<file path="src/rtl/axi_demux_sel.sv">
// axi_demux_sel: decodes the AXI-lite address into a demux target, holds it for one serialised transaction
module axi_demux_sel #(
  parameter logic [31:0] SEL1_BASE = 32'h8000_0000,
  parameter logic [31:0] SEL1_MASK = 32'hF000_0000
) (
  input  logic        clk,
  input  logic        rst,
  input  logic [31:0] s_axi_awaddr_i,
  input  logic [2:0]  s_axi_awprot_i,
  input  logic        s_axi_awvalid_i,
  output logic        s_axi_awready_o,
  input  logic [31:0] s_axi_wdata_i,
  input  logic [3:0]  s_axi_wstrb_i,
  input  logic        s_axi_wvalid_i,
  output logic        s_axi_wready_o,
  output logic [1:0]  s_axi_bresp_o,
  output logic        s_axi_bvalid_o,
  input  logic        s_axi_bready_i,
  input  logic [31:0] s_axi_araddr_i,
  input  logic [2:0]  s_axi_arprot_i,
  input  logic        s_axi_arvalid_i,
  output logic        s_axi_arready_o,
  output logic [31:0] s_axi_rdata_o,
  output logic [1:0]  s_axi_rresp_o,
  output logic        s_axi_rvalid_o,
  input  logic        s_axi_rready_i,
  output logic [31:0] m_axi_awaddr_o,
  output logic [2:0]  m_axi_awprot_o,
  output logic        m_axi_awvalid_o,
  input  logic        m_axi_awready_i,
  output logic [31:0] m_axi_wdata_o,
  output logic [3:0]  m_axi_wstrb_o,
  output logic        m_axi_wvalid_o,
  input  logic        m_axi_wready_i,
  input  logic [1:0]  m_axi_bresp_i,
  input  logic        m_axi_bvalid_i,
  output logic        m_axi_bready_o,
  output logic [31:0] m_axi_araddr_o,
  output logic [2:0]  m_axi_arprot_o,
  output logic        m_axi_arvalid_o,
  input  logic        m_axi_arready_i,
  input  logic [31:0] m_axi_rdata_i,
  input  logic [1:0]  m_axi_rresp_i,
  input  logic        m_axi_rvalid_i,
  output logic        m_axi_rready_o,
  output logic        selector_o,
  output logic        busy_o
);
  typedef enum logic [1:0] {IDLE, WR, RD} state_t;
  state_t state_q, state_d;
  logic sel_q, sel_d, last_wr_q, last_wr_d;
  logic aw_done_q, aw_done_d, w_done_q, w_done_d, ar_done_q, ar_done_d;
  logic wr, rd, b_open, contend, grant_wr, grant_rd;
  logic aw_hs, w_hs, b_hs, ar_hs, r_hs;
  logic hit_aw, hit_ar;
  assign m_axi_awaddr_o = s_axi_awaddr_i;
  assign m_axi_awprot_o = s_axi_awprot_i;
  assign m_axi_wdata_o  = s_axi_wdata_i;
  assign m_axi_wstrb_o  = s_axi_wstrb_i;
  assign m_axi_araddr_o = s_axi_araddr_i;
  assign m_axi_arprot_o = s_axi_arprot_i;
  assign s_axi_bresp_o  = m_axi_bresp_i;
  assign s_axi_rdata_o  = m_axi_rdata_i;
  assign s_axi_rresp_o  = m_axi_rresp_i;
  assign hit_aw = (s_axi_awaddr_i & SEL1_MASK) == SEL1_BASE;
  assign hit_ar = (s_axi_araddr_i & SEL1_MASK) == SEL1_BASE;
  assign wr     = state_q == WR;
  assign rd     = state_q == RD;
  assign b_open = wr && aw_done_q && w_done_q;
  assign m_axi_awvalid_o = wr && !aw_done_q && s_axi_awvalid_i;
  assign s_axi_awready_o = wr && !aw_done_q && m_axi_awready_i;
  assign m_axi_wvalid_o  = wr && !w_done_q && s_axi_wvalid_i;
  assign s_axi_wready_o  = wr && !w_done_q && m_axi_wready_i;
  assign s_axi_bvalid_o  = b_open && m_axi_bvalid_i;
  assign m_axi_bready_o  = b_open && s_axi_bready_i;
  assign m_axi_arvalid_o = rd && !ar_done_q && s_axi_arvalid_i;
  assign s_axi_arready_o = rd && !ar_done_q && m_axi_arready_i;
  assign s_axi_rvalid_o  = rd && m_axi_rvalid_i;
  assign m_axi_rready_o  = rd && s_axi_rready_i;
  assign aw_hs = m_axi_awvalid_o && m_axi_awready_i;
  assign w_hs  = m_axi_wvalid_o && m_axi_wready_i;
  assign b_hs  = s_axi_bvalid_o && s_axi_bready_i;
  assign ar_hs = m_axi_arvalid_o && m_axi_arready_i;
  assign r_hs  = s_axi_rvalid_o && s_axi_rready_i;
  assign contend  = s_axi_awvalid_i && s_axi_arvalid_i;
  assign grant_wr = s_axi_awvalid_i && !(contend && last_wr_q);
  assign grant_rd = s_axi_arvalid_i && !grant_wr;
  assign selector_o = sel_q;
  assign busy_o     = state_q != IDLE;
  // Grant in IDLE, track per-channel completion, return to IDLE on the final response
  always_comb begin
    state_d   = state_q;
    sel_d     = sel_q;
    last_wr_d = last_wr_q;
    aw_done_d = aw_done_q;
    w_done_d  = w_done_q;
    ar_done_d = ar_done_q;
    case (state_q)
      IDLE: begin
        if (grant_wr) begin
          state_d = WR;
          sel_d   = hit_aw;
        end else if (grant_rd) begin
          state_d = RD;
          sel_d   = hit_ar;
        end
        if (contend) last_wr_d = grant_wr;
      end
      WR: begin
        if (aw_hs) aw_done_d = 1'b1;
        if (w_hs) w_done_d = 1'b1;
        if (b_hs) begin
          aw_done_d = 1'b0;
          w_done_d  = 1'b0;
          state_d   = IDLE;
        end
      end
      RD: begin
        if (ar_hs) ar_done_d = 1'b1;
        if (r_hs) begin
          ar_done_d = 1'b0;
          state_d   = IDLE;
        end
      end
      default: state_d = IDLE;
    endcase
  end
  // State, selector and flag registers; reset abandons any transaction in flight
  always_ff @(posedge clk or posedge rst) begin
    if (rst) begin
      state_q   <= IDLE;
      sel_q     <= 1'b0;
      last_wr_q <= 1'b0;
      aw_done_q <= 1'b0;
      w_done_q  <= 1'b0;
      ar_done_q <= 1'b0;
    end else begin
      state_q   <= state_d;
      sel_q     <= sel_d;
      last_wr_q <= last_wr_d;
      aw_done_q <= aw_done_d;
      w_done_q  <= w_done_d;
      ar_done_q <= ar_done_d;
    end
  end
endmodule

</file>
<file path="config.mk">
export PLATFORM = sky130hd
export DESIGN_NAME = axi_demux_sel
export DESIGN_NICKNAME = d
export VERILOG_FILES = /design/src/rtl/axi_demux_sel.sv
export SDC_FILE = /design/constraint.sdc
export NUM_CORES = 1
export LEC_CHECK = 0
export ABC_AREA = 1
export CAP_MARGIN = 10
export CORE_AREA = 2 2 118 120
export CTS_CLUSTER_SIZE = 24
export DETAILED_ROUTE_END_ITERATION = 8
export DIE_AREA = 0 0 120 122
export GPL_ROUTABILITY_DRIVEN = 0
export MAX_ROUTING_LAYER = met4
export PLACE_DENSITY_LB_ADDON = 0.2
export REMOVE_ABC_BUFFERS = 1
export SLEW_MARGIN = 30
export SYNTH_ARGS = -nofsm -noshare
export SYNTH_HDL_FRONTEND = slang
export SYNTH_SLANG_ARGS = --single-unit
</file>
<file path="constraint.sdc">
create_clock -name clk -period 2.6 [get_ports clk]
set_input_delay 0.65 -clock clk [delete_from_list [all_inputs] [get_ports clk]]
set_output_delay 0.65 -clock clk [all_outputs]
set_load 0.005 [all_outputs]
</file>
==> summary.md, run 1 <==
* **post-layout net count** 272
* **Die Outline Area** 14600 µm²
* **cell internal pwr** 537 µW
* **VDD IR-drop max** 220 µV
* **fraction of synthesis flops using an asynchronous set or reset pin** 100%
* **type of the setup path with the least slack** input pin to output pin
* **initial core utilization** 11.4%
* **Slew Viols, Final** 0
* **DRT iter0 DRCs** 106
* **clk_skew** 2.61 ps
* **Initial DRT Pass Iterations** 4
* **insertion delay of the later-clocked pin in the worst-skew pair** 230 ps
* **overall routed net length** 22800 µm
* **aggregate global-route resource usage** 30.9%
* **vias after detailed routing** 1097
* **flip-flop and latch area** 175 µm²
* **clock root buffer** clkbuf_16
* **switching share of power** 34.8%
* **level count of the clock H-tree** 1
* **Gate power share** 42.6%
* **Synth Flop Type** dfrtp_1
* **area delta synth->final** -22.8%
* **Tightest Pin Transition** 320 ps
* **count of hold-fix buffers inserted at cts** 0
* **clock edge transition at the registers on the reported setup and hold paths** 40 ps
* **diode insertion count for antenna repair** 0
* **run status** completed
* **Netlist cell types** 17
* **first-pass GRT wire length** 24400 µm
* **worst endpoint data arrival time** 1940 ps
* **number of resized instances in the post-cts repair step** 2
* **number of sinks handled by clock tree synthesis** 7
* **gate count of the mapped netlist** 214
* **layout cells sized above 1** 9.40%
* **static leakage power** 0.503 nW
* **Filler cells** 1581
* **count of warnings emitted by yosys** 0
* **Max-slew headroom** 78.6%
* **setup repair after global routing missed its margin** no
* **M1 GR Usage** 6.78%
* **DP Wirelength** 22200 µm
* **number of cells in the finished layout apart from fillers** 297
* **Placed Instance Area** 1100 µm²
* **antenna-violating nets left** 0
* **highest-utilization routing layer at the global route stage** met2
* **fraction of power consumed by the clock network** 32.2%
* **total overflow reported by the global router** 0
* **Tmin final** 2590 ps
* **startpoint type of the worst setup path** input pin
* **port buffer count** 39
* **antenna violations before repair** 0
* **GR Util met2** 57.2%
* **cell with the most instances after synthesis** buf_4
* **count of flip-flops with a built-in enable after synthesis** 0
* **average vias per placed instance** 3.69
* **Max Root-Sink Buffers** 2
* **netlist area before placement** 1530 µm²
* **sequential share of the synthesized area** 11.4%
* **worst hold slack** 482 ps
* **met3 track demand over resource in global routing** 45.9%
* **switching power** 287 µW
* **footprint of the multi-input gates** 234 µm²
* **number of CTS-inserted buffers** 3
* **Hold Violations, Final** 0
* **leading post-synthesis cells by instance count** buf_4 (142), inv_1 (17), nand2_1 (15)
* **largest fanout of any net on the critical path** 2
* **endpoints failing setup** 0
* **most area-consuming cells after synthesis** buf_4 (69%), dfrtp_1 (11%), inv_1 (4.2%), nand2_1 (3.7%), nor2_1 (2.9%)
* **count of maximum capacitance violations** 0
* **num rows** 43
* **vias in the first global route** 920
* **number of synthesized register bits** 7
* **CTS tree** yes
* **count of pins on the block boundary** 308
* **final total negative setup slack** 0 ps
* **proportion of netlist area held by the largest area contributor** 69.5%
* **floorplan die height** 122 µm
* **core region area** 13500 µm²
* **path class of the lowest-slack min-delay path** register to register
* **CP required** 1950 ps
* **Power Dens Cells** 696 nW/µm²
* **Pwr Total** 824 µW
* **pin count of the biggest net entering global routing** 8
* **Critical Path Sink Type** output pin
* **average detailed-routed wire length per instance** 76.6 µm
* **DRC** 0
* **timing-limited maximum frequency** 386 MHz
* **share of the clock period used by the worst path** 99.7%
* **top cell type by total area after synthesis** buf_4
* **synthesized area per cell** 7.17 µm²
* **Finished Cell Area** 1180 µm²
* **share of total power in sequential cells** 25.2%
* **Setup Fix Bufs, Post-CTS** 0
* **die width** 120 µm
* **Placed Instances** 293
[through the flow]
stage               setup slack, ps  util, %
finish                         8.89     8.77
global route                   5.72     8.77
CTS                            35.4     8.70
detailed placement            -14.3     8.13
global placement              -37.3     8.13
floorplan                      1070        -
[flip-flops by register name, summed over array words and instances (netlist names)]
name,cells
state_q,2
w_done_q,1
last_wr_q,1
selector_o,1
aw_done_q,1
ar_done_q,1
[routing by layer]
metal	up-vias	wire length, µm
met3	42	7180
li1	311	-
met4	0	1380
met2	326	12200
met5	-	0
met1	418	2030
[power by group through the flow]
stage | logic [mW] | registers, mW | clock network [mW]
3_5_place_dp | 0.353 | 0.207 | 0
3_3_place_gp | 0.353 | 0.208 | 0
2_1_floorplan | 0.165 | 0.197 | 0
5_1_grt | 0.399 | 0.214 | 0.276
4_1_cts | 0.352 | 0.206 | 0.269
6_report | 0.351 | 0.208 | 0.265
[cells in the final DEF (no fill, tap or decap)]
master	netlist	final
a21oi_1	3	3
a2bb2oi_1	1	1
buf_4	142	2
clkbuf_1	0	1
clkbuf_16	0	3
clkdlybuf4s50_1	0	35
dfrtp_1	7	7
dlygate4sd2_1	0	2
dlymetal6s2s_1	0	2
inv_1	17	17
nand2_1	15	15
nand2_2	1	1
nand3_1	4	4
nand3_2	1	1
nand3b_1	1	1
nor2_1	12	12
nor2_2	2	2
nor3_1	2	2
nor3_2	1	1
nor3b_2	0	1
o21ai_0	3	3
o21ai_1	1	1
[cell families (layout without fill, tap and decap cells)]
logic type,Yosys count,count (layout),share of synthesized area (%)
AND/OR/NAND/NOR,40,40,12.1
flip-flops,7,7,11.4
buffers and inverters,159,62,73.7
AO/OA/AOI/OAI,8,8,2.85
[path summary, 6_finish.rpt]
| kind | endpoint | from | cells past startpoint | slack, ps |
|---|---|---|---|---|
| setup / recovery | m_axi_wvalid_o | s_axi_wvalid_i | 4 | 9 |
| hold / removal | selector_o | selector_o | 2 | 480 |
| setup reg to reg | state_q[0] | state_q[1] | 6 | 1400 |
| hold reg to reg | selector_o | selector_o | 2 | 480 |
| max in group asynchronous | aw_done_q | rst | 2 | 1640 |
| min in group asynchronous | selector_o | rst | 2 | 720 |
[layout make-up]
cell class | instances | share of cell area [%]
tap | 180 | 19.0
multi-input combinational | 48 | 19.7
clock buffer | 4 | 6.65
sequential | 7 | 14.8
timing repair buffer | 41 | 34.4
inverter | 17 | 5.39
[worst max-delay path, cell delays in order]
cell	delay, ps
clkdlybuf4s50_1	460
inv_1	60
nor3_1	220
clkdlybuf4s50_1	560
No activity file was read; power rests on OpenSTA's default activity.
==> run 2, diff against run 1 <==
--- a/config.mk
+++ b/config.mk
@@ -7,10 +7,11 @@
 export LEC_CHECK = 0
 export ABC_AREA = 1
 export CAP_MARGIN = 10
-export CORE_AREA = 2 2 118 120
+export CELL_PAD_IN_SITES_DETAIL_PLACEMENT = 1
+export CELL_PAD_IN_SITES_GLOBAL_PLACEMENT = 1
+export CORE_UTILIZATION = 11
 export CTS_CLUSTER_SIZE = 24
 export DETAILED_ROUTE_END_ITERATION = 8
-export DIE_AREA = 0 0 120 122
 export GPL_ROUTABILITY_DRIVEN = 0
 export MAX_ROUTING_LAYER = met4
 export PLACE_DENSITY_LB_ADDON = 0.2
==> run 2 against run 1 <==
  * Critical path depth is the same
  * Clock skew shrank 0.84 ps
  * Largest cell class unchanged
  * Sequential power is essentially flat
  * Routed wire length fell by 0.61%
  * Sequential share of layout area up 0.094 points
==> summary.md, run 2 (same netlist as run 1, synthesis figures left out) <==
* **vias after detailed routing** 1068
* **clk_skew** 1.77 ps
* **floorplan die height** 120 µm
* **antenna-violating nets left** 0
* **Initial DRT Pass Iterations** 4
* **count of maximum capacitance violations** 0
* **static leakage power** 0.483 nW
* **average detailed-routed wire length per instance** 77.2 µm
* **switching share of power** 35.3%
* **CTS tree** yes
* **number of sinks handled by clock tree synthesis** 7
* **flop2flop setup slack** 1410 ps
* **run status** completed
* **footprint of the multi-input gates** 234 µm²
* **flip-flop and latch area** 175 µm²
* **share of total power in sequential cells** 25.4%
* **Max Root-Sink Buffers** 2
* **most common cell after layout, fill and taps aside** clkdlybuf4s50_1
* **area delta synth->final** -23.2%
* **initial core utilization** 11.4%
* **cell internal pwr** 536 µW
* **worst endpoint data arrival time** 1880 ps
* **critical register-to-register path startpoint** state_q[1]
* **die width** 120 µm
* **clock edge transition at the registers on the reported setup and hold paths** 40 ps
* **Tightest Pin Transition** 336 ps
* **Critical Path Sink Type** output pin
* **DP Wirelength** 22100 µm
* **average vias per placed instance** 3.65
* **insertion delay of the later-clocked pin in the worst-skew pair** 230 ps
* **type of the setup path with the least slack** input pin to output pin
* **post-layout net count** 272
* **fraction of power consumed by the clock network** 32.2%
* **switching power** 293 µW
* **min setup slack post-route** 72.8 ps
* **CP required** 1950 ps
* **Post-Place Setup Slack** -96.9 ps
* **first-pass GRT wire length** 24900 µm
* **Tmin final** 2530 ps
* **DRC** 0
* **antenna violations before repair** 0
* **number of CTS-inserted buffers** 3
* **Filler cells** 1592
* **Largest register FFs** 2
* **depth of the worst hold-timing path** 2
* **terminus of the critical flop-to-flop path** state_q[0]
* **clock root buffer** clkbuf_16
* **share of the clock period used by the worst path** 97.2%
* **startpoint type of the worst setup path** input pin
* **VDD IR-drop max** 229 µV
* **commonest cells after routing, fill and taps aside** clkdlybuf4s50_1 (36), inv_1 (16), nand2_1 (15)
* **port buffer count** 39
* **endpoints failing setup** 0
* **path class of the lowest-slack min-delay path** register to register
* **setup repair after global routing missed its margin** no
* **DRT iter0 DRCs** 165
* **Die Outline Area** 14400 µm²
* **pin count of the biggest net entering global routing** 8
* **largest fanout of any net on the critical path** 2
* **Slew Viols, Final** 0
* **number of cells traversed by the worst register-to-register path** 6
* **Gate power share** 42.3%
* **core region area** 13400 µm²
* **level count of the clock H-tree** 1
* **Biggest register** state_q
* **critical hold path startpoint** last_wr_q
* **Power Dens Cells** 704 nW/µm²
* **diode insertion count for antenna repair** 0
* **count of pins on the block boundary** 308
* **Hold EP** last_wr_q
* **Hold Violations, Final** 0
* **total overflow reported by the global router** 0
* **vias in the first global route** 934
* **Max-slew headroom** 77.6%
* **overall routed net length** 22600 µm
* **aggregate global-route resource usage** 31.9%
* **num rows** 42
* **Setup Fix Bufs, Post-CTS** 0
* **Finished Cell Area** 1180 µm²
* **timing-limited maximum frequency** 396 MHz
* **layout cells sized above 1** 10.3%
* **Placed Instance Area** 1090 µm²
==> run 2: worst max-delay path by stage <==
| stage | startpoint | end | slack, ps | depth (start not counted) |
|---|---|---|---|---|
| finish | s_axi_wvalid_i | m_axi_wvalid_o | 70 | 4 |
| global route | m_axi_arready_i | s_axi_arready_o | 20 | 4 |
| CTS | m_axi_rvalid_i | s_axi_rvalid_o | 20 | 4 |
| detailed placement | s_axi_arvalid_i | m_axi_arvalid_o | -100 | 4 |
| global placement | s_axi_arvalid_i | m_axi_arvalid_o | -70 | 4 |
| floorplan | s_axi_arvalid_i | m_axi_arvalid_o | 1070 | 2 |
==> run 2: timing repair <==
item / CTS / global route
resized for setup: 4 / 1
hold buffers: 0 / 0
endpoints found under the setup margin: 2 / 1
==> run 2: stage by stage <==
| step | util, % | hold WS, ps | setup TNS [ps] | instances | power (mW) |
|---|---|---|---|---|---|
| floorplan | - | 453 | 0 | 72 | 0.362 |
| global placement | 8.16 | 482 | -112 | 289 | 0.573 |
| detailed placement | 8.16 | 478 | -145 | 289 | 0.570 |
| CTS | 8.77 | 488 | 0 | 293 | 0.841 |
| global route | 8.79 | 529 | 0 | 293 | 0.898 |
| finish | 8.79 | 486 | 0 | 293 | 0.829 |
==> run 2: per-layer routing <==
metal | wire [µm] | GRT usage, %
met1 | 1910 | 6.86
met2 | 12000 | 58.0
met3 | 7240 | 47.8
met4 | 1440 | 16.7
met5 | 0 | -
==> run 2: final cells by class <==
cell class                      count  area share, %
Inverter                           17           5.42
Tap cell                          176           18.7
Clock buffer                        4           6.70
Multi-Input combinational cell     48           19.9
Timing Repair Buffer               41           34.4
Sequential cell                     7           14.9
==> run 2: worst max-delay path: stages <==
cell	delay, ps
clkdlybuf4s50_1	460
inv_1	50
nor3_1	180
clkdlybuf4s50_1	540
==> run 2: power by group through the flow <==
stage	clock, mW	sequential [mW]	combinational (mW)
after floorplan	0	0.197	0.165
after global placement	0	0.211	0.361
after detailed placement	0	0.210	0.360
after CTS	0.273	0.210	0.357
after global routing	0.284	0.220	0.393
final	0.267	0.211	0.351
